### src/rtl/scr1_arch_types.sv
// scr1_arch_types: shared widths and the write-back load scoreboard entry type
package scr1_arch_types;
`ifdef SCR1_RVE_EXT
  localparam int SCR1_MPRF_ADDR_WIDTH = 4;
`else
  localparam int SCR1_MPRF_ADDR_WIDTH = 5;
`endif
  localparam int SCR1_XLEN = 32;
  typedef struct packed {
    logic                            vd;
    logic [SCR1_MPRF_ADDR_WIDTH-1:0] rd;
  } type_scr1_wb_sb_ent_s;
endpackage

### src/rtl/scr1_wb_sb_fifo.sv
// scr1_wb_sb_fifo: in-order scoreboard of outstanding load destinations with parallel hit lookup
module scr1_wb_sb_fifo
  import scr1_arch_types::*;
#(
  parameter int LD_DEPTH = 2
) (
  input  logic                            clk,
  input  logic                            rst_n,
  input  logic                            push,
  input  logic [SCR1_MPRF_ADDR_WIDTH-1:0] push_rd,
  input  logic                            pop,
  input  logic [SCR1_MPRF_ADDR_WIDTH-1:0] rs1_addr,
  input  logic [SCR1_MPRF_ADDR_WIDTH-1:0] rs2_addr,
  input  logic [SCR1_MPRF_ADDR_WIDTH-1:0] alu_rd,
  output logic                            full,
  output logic [SCR1_MPRF_ADDR_WIDTH-1:0] head_rd,
  output logic                            rs1_hit,
  output logic                            rs2_hit,
  output logic                            alu_hit
);
  localparam int PW = $clog2(LD_DEPTH);
  logic [PW:0] wr_ptr;
  logic [PW:0] rd_ptr;
  type_scr1_wb_sb_ent_s ent [LD_DEPTH];
  // pointers carry an extra wrap bit so full and empty are distinguishable without a counter
  assign full    = (wr_ptr ^ rd_ptr) == {1'b1, {PW{1'b0}}};
  assign head_rd = ent[rd_ptr[PW-1:0]].rd;
  // push fills the tail slot, pop retires the head slot; they never address the same slot
  always_ff @(posedge clk or negedge rst_n) begin
    if (!rst_n) begin
      wr_ptr <= '0;
      rd_ptr <= '0;
      for (int i = 0; i < LD_DEPTH; i++) ent[i] <= '0;
    end else begin
      if (push) begin
        ent[wr_ptr[PW-1:0]] <= '{vd: 1'b1, rd: push_rd};
        wr_ptr              <= wr_ptr + 1'b1;
      end
      if (pop) begin
        ent[rd_ptr[PW-1:0]].vd <= 1'b0;
        rd_ptr                 <= rd_ptr + 1'b1;
      end
    end
  end
  // compare every valid entry against the two read ports and the ALU destination
  always_comb begin
    rs1_hit = 1'b0;
    rs2_hit = 1'b0;
    alu_hit = 1'b0;
    for (int i = 0; i < LD_DEPTH; i++) begin
      rs1_hit |= ent[i].vd & (ent[i].rd == rs1_addr);
      rs2_hit |= ent[i].vd & (ent[i].rd == rs2_addr);
      alu_hit |= ent[i].vd & (ent[i].rd == alu_rd);
    end
  end
`ifdef SCR1_SYN_OFF_EN
  a_no_pop_empty: assert property (@(posedge clk) disable iff (!rst_n) !(pop && wr_ptr == rd_ptr));
  a_no_push_full: assert property (@(posedge clk) disable iff (!rst_n) !(push && full));
`endif
endmodule

### src/rtl/scr1_pipe_mprf_wb.sv
// scr1_pipe_mprf_wb: MPRF write-port arbiter, load scoreboard hazards and read bypass
module scr1_pipe_mprf_wb
  import scr1_arch_types::*;
#(
  parameter int LD_DEPTH = 2,
  parameter int ADDR_W   = SCR1_MPRF_ADDR_WIDTH,
  parameter int XLEN     = SCR1_XLEN
) (
  input  logic              clk,
  input  logic              rst_n,
  input  logic [ADDR_W-1:0] exu_rs1_addr,
  input  logic [ADDR_W-1:0] exu_rs2_addr,
  input  logic [XLEN-1:0]   mprf_rs1_data,
  input  logic [XLEN-1:0]   mprf_rs2_data,
  output logic [XLEN-1:0]   wb_rs1_data,
  output logic [XLEN-1:0]   wb_rs2_data,
  output logic              wb_rs1_busy,
  output logic              wb_rs2_busy,
  input  logic              alu_wb_vd,
  input  logic [ADDR_W-1:0] alu_wb_rd,
  input  logic [XLEN-1:0]   alu_wb_data,
  output logic              alu_wb_rdy,
  input  logic              ld_issue_vd,
  input  logic [ADDR_W-1:0] ld_issue_rd,
  output logic              ld_issue_rdy,
  input  logic              lsu_resp_vd,
  input  logic              lsu_resp_err,
  input  logic [XLEN-1:0]   lsu_resp_data,
  output logic              mprf_w_req,
  output logic [ADDR_W-1:0] mprf_rd_addr,
  output logic [XLEN-1:0]   mprf_rd_data
);
  logic              full;
  logic [ADDR_W-1:0] head_rd;
  logic              rs1_hit;
  logic              rs2_hit;
  logic              alu_hit;
  logic              ld_wr;
  logic              alu_wr;
  scr1_wb_sb_fifo #(.LD_DEPTH(LD_DEPTH)) i_sb (
    .clk      (clk),
    .rst_n    (rst_n),
    .push     (ld_issue_vd & ld_issue_rdy),
    .push_rd  (ld_issue_rd),
    .pop      (lsu_resp_vd),
    .rs1_addr (exu_rs1_addr),
    .rs2_addr (exu_rs2_addr),
    .alu_rd   (alu_wb_rd),
    .full     (full),
    .head_rd  (head_rd),
    .rs1_hit  (rs1_hit),
    .rs2_hit  (rs2_hit),
    .alu_hit  (alu_hit)
  );
  // load returns own the write port; the ALU also waits while a load to its rd is outstanding
  always_comb begin
    ld_issue_rdy = ~full;
    ld_wr        = lsu_resp_vd & ~lsu_resp_err & (head_rd != '0);
    alu_wb_rdy   = ~ld_wr & ~((alu_wb_rd != '0) & alu_hit);
    alu_wr       = alu_wb_vd & alu_wb_rdy & (alu_wb_rd != '0);
    mprf_w_req   = ld_wr | alu_wr;
    mprf_rd_addr = ld_wr ? head_rd : alu_wb_rd;
    mprf_rd_data = ld_wr ? lsu_resp_data : alu_wb_data;
    wb_rs1_busy  = (exu_rs1_addr != '0) & rs1_hit;
    wb_rs2_busy  = (exu_rs2_addr != '0) & rs2_hit;
  end
  // forward this cycle's write so EXU never sees stale MPRF contents; x0 always reads zero
  always_comb begin
    wb_rs1_data = (exu_rs1_addr == '0) ? '0
                : (mprf_w_req & (mprf_rd_addr == exu_rs1_addr)) ? mprf_rd_data : mprf_rs1_data;
    wb_rs2_data = (exu_rs2_addr == '0) ? '0
                : (mprf_w_req & (mprf_rd_addr == exu_rs2_addr)) ? mprf_rd_data : mprf_rs2_data;
  end
`ifdef SCR1_SYN_OFF_EN
  a_w_req_known: assert property (@(posedge clk) disable iff (!rst_n) !$isunknown(mprf_w_req));
`endif
endmodule
### config.mk
export PLATFORM = sky130hd
export DESIGN_NAME = scr1_pipe_mprf_wb
export DESIGN_NICKNAME = d
export VERILOG_FILES = /design/src/rtl/scr1_arch_types.sv /design/src/rtl/scr1_wb_sb_fifo.sv /design/src/rtl/scr1_pipe_mprf_wb.sv
export SDC_FILE = /design/constraint.sdc
export NUM_CORES = 1
export LEC_CHECK = 0
export CAP_MARGIN = 10
export CORE_MARGIN = 10
export CORE_UTILIZATION = 37
export DETAILED_ROUTE_END_ITERATION = 7
export HOLD_SLACK_MARGIN = 0.06
export MAX_ROUTING_LAYER = met4
export PLACE_DENSITY = 0.89
export SLEW_MARGIN = 0
export SYNTH_ARGS = -nofsm -noshare
export SYNTH_HDL_FRONTEND = slang
export SYNTH_SLANG_ARGS = --single-unit
### constraint.sdc
create_clock -name clk -period 13.75 [get_ports clk]
set_input_delay 4.125 -clock clk [delete_from_list [all_inputs] [get_ports clk]]
set_output_delay 4.125 -clock clk [all_outputs]
set_load 0.01 [all_outputs]
==> results.toml <==
[sta]
setup_viol = 0
slew_viol_final = 0
rsz0062_at_grt = "false"
whs_ps = 506
tightest_slew_ps = 1220
min_period_over_period = 0.907
finalHoldViolCount = 0
slew_headroom = 0.185
max_freq_ghz = 0.0802
timing.final.crit_period_ps = 12480
fin_skew_ps = 2.40
tns_ps = 0

[yosys]
synth_cell_types = 51
synth_compound_gate_area_share = 0.213
syn-cell-area_um2 = 3250
synth-main-ff-cell = "dfrtp_1"
ys_seq_area_frac = 0.123
avgSynthCellArea_um2 = 7.72
yosys.area_share.xor_xnor = 0.105
synth_edf_count = 0
syn_inst = 421
synth_fa_ha_area_frac = 0
synthSimpleGateAreaFrac = 0.212
ys_ff_latch = 16
synthMuxAreaShare = 0.264
async_reset_ff_frac = 1.00
synth_nets = 575
synth_top_family_by_area = "multiplexers"
yosys_warnings = 0

[worst_setup_path]
crit_arrival_ps = 8350
r2r_cells = 5
start_kind = "input pin"
cpMostUsedCell = "clkdlybuf4s50_1"
cp_top_family = "simple AND/OR/NAND/NOR gates"
r2r_setup_slack_ps = 11920
cp.required_ps = 9620
crit-reg2reg-launch = "i_sb.rd_ptr[0]"
crit_fanout = 33
path_class = "in2out"
cpPeakStageDelay_ps = 990
slowest_stage = "and2_1"
cp_num_buf_inv = 3
worstPathCellList = "clkdlybuf4s50_1, nor2b_1, nand2b_1, a221oi_1, a31oi_1, nor4_4, buf_4, and2_1, o21a_1, clkdlybuf4s50_1"
end_kind = "output port"

[clocking]
insertion_delay_ps = 250
cts_root_buf = "clkbuf_8"
clk_path_buf_depth = 2
clk_pin_slew_worst_paths_ps = 60
holdBufCountCts = 0
cts_tree = "built"
clock-sinks = 16
htree_levels = 1
postCtsSetupBuffers = 0
cts.repair.resized = 0
cts_buffers = 3

[die]
io_pins = 260
rows = 34
core_area_um2 = 8640
die_h_um = 114
initial_core_util = 0.377
dieArea_um2 = 12900
die_w_um = 114

[drt]
drtIter0Drc = 265
wl_mm = 17.4
avgViaCountPerCell = 5.56
detail_route.wl_per_cell_um = 23.2
drc = 0
postRouteAntennaNets = 0
first_pass_iters = 4
vias = 4158

[global_route]
grt_pass1_vias = 4478
antenna_found_initial = 0
grt.total_usage = 0.257
grt_max_degree = 40
grt-ovfl-total = 0
grt_pass1_wl_mm = 25.8

[placed_design]
hpwlAfterDp_mm = 14.3
gp_congestion = 0.973
io_buffers = 259

[layout]
drive_gt1_frac = 0.0938
antennaDiodeCount = 0
finalNetCount = 795
fill_cells = 662
syn_to_final_growth_pct = 80.6

[min_path]
hold_path_class = "reg2reg"
min_delay_worst_endpoint = "i_sb.wr_ptr[1]"
min_from = "i_sb.wr_ptr[1]"
min_path_cells = 1

[outcome]
outcome = "finished clean"

[job]
maxCapViolations = 0

[power_and_ir_drop]
cellPowerDensity_nw_per_um2 = 98.8
vdd_drop_max_mv = 0.0607
leakage_nw = 2.39
==> kinds of logic (layout without fill, tap and decap cells) <==
kind of cell              count (synthesis)  after routing
and+or+nand+nor                         126            126
AOI/OAI and AO/OA                       100            100
muxes                                    81             81
buffers and inverters                    59            278
xor gates and xnor gates                 39             39
DFF                                      16             16
==> report_power, final <==
part | internal, mW | switching (mW) | total (mW)
sequential | 0.0714 | 0.0542 | 0.126
clock | 0.0254 | 0.0165 | 0.0419
combinational | 0.227 | 0.185 | 0.413
total | 0.324 | 0.256 | 0.580
==> worst max-delay path by stage <==
stage | cells past startpoint | to | startpoint | slack (ps)
detailed placement | 10 | wb_rs1_data[27] | lsu_resp_vd | 1370
CTS | 9 | wb_rs1_data[27] | lsu_resp_vd | 1350
finish | 10 | wb_rs1_data[27] | lsu_resp_vd | 1270
global route | 10 | wb_rs1_data[25] | lsu_resp_vd | 1030
floorplan | 10 | wb_rs1_data[26] | alu_wb_rd[3] | 3550
global placement | 10 | wb_rs1_data[17] | lsu_resp_vd | 1470
==> layout make-up <==
cell class	count	area [um2]	area share
inverter	9	33.8	0.00575
clock buffer	4	55.1	0.00937
timing repair buffer	265	2650	0.450
sequential	16	400	0.0682
tap	108	135	0.0230
multi-input combinational	346	2600	0.443
==> worst reg2reg max path, stage by stage, from the launching register on <==
cell and delay [ps]:
dfrtp_1 700, xnor2_1 130, nand2_1 130, nand2_1 90, or2_2 360, mux2_2 300
==> routing by layer <==
metal / up-vias / wire length (um) / global-route usage
li1: 1944 / - / -
met1: 1960 / 6720 / 0.290
met2: 227 / 8960 / 0.450
met3: 27 / 1240 / 0.0462
met4: 0 / 456 / 0.0795
met5: - / 0 / -
==> metrics by stage <==
step                std cells  setup WS (ps)  cell area [um2]  total power, mW   util
floorplan                 421           3550             3250            0.359      -
global placement          743           1470             5800            0.524  0.672
detailed placement        743           1370             5800            0.533  0.672
CTS                       747           1350             5860            0.578  0.678
global route              748           1030             5870            0.618  0.680
finish                    748           1270             5870            0.580  0.680
==> cells in the mapped netlist (all sizes together) (9+ instances only) <==
cell type  instances  area (um2)
nand2b            12        75.1
nor2b             32         200
a31oi             29         181
dfrtp             16         400
clkbuf            33         124
xor2              20         175
nor2              36         135
nand2             16        60.1
mux2              39         439
xnor2             19         166
a21oi             11        55.1
buf               17         110
o21a              28         210
mux2i             42         420
inv                9        33.8
==> cells in the final DEF, fill, tap and decap left out, types with 3 or more instances in the layout <==
cell type | synthesis | routed
nand2_1 | 16 | 16
o22ai_1 | 4 | 4
xor2_1 | 20 | 20
dfrtp_1 | 16 | 16
o21ai_0 | 7 | 7
nor2b_1 | 32 | 32
nand2b_1 | 12 | 12
buf_4 | 1 | 5
nor2_1 | 36 | 34
nand4_1 | 4 | 4
clkdlybuf4s50_1 | 0 | 259
a21oi_1 | 11 | 11
mux2i_1 | 42 | 42
a211oi_1 | 3 | 3
nor4_1 | 5 | 5
xnor2_1 | 19 | 19
mux2_2 | 39 | 39
inv_1 | 9 | 9
nand3_1 | 6 | 6
clkbuf_8 | 0 | 4
o21a_1 | 28 | 28
a31oi_1 | 29 | 29
Note: power is estimated with default switching activity, not from simulation.
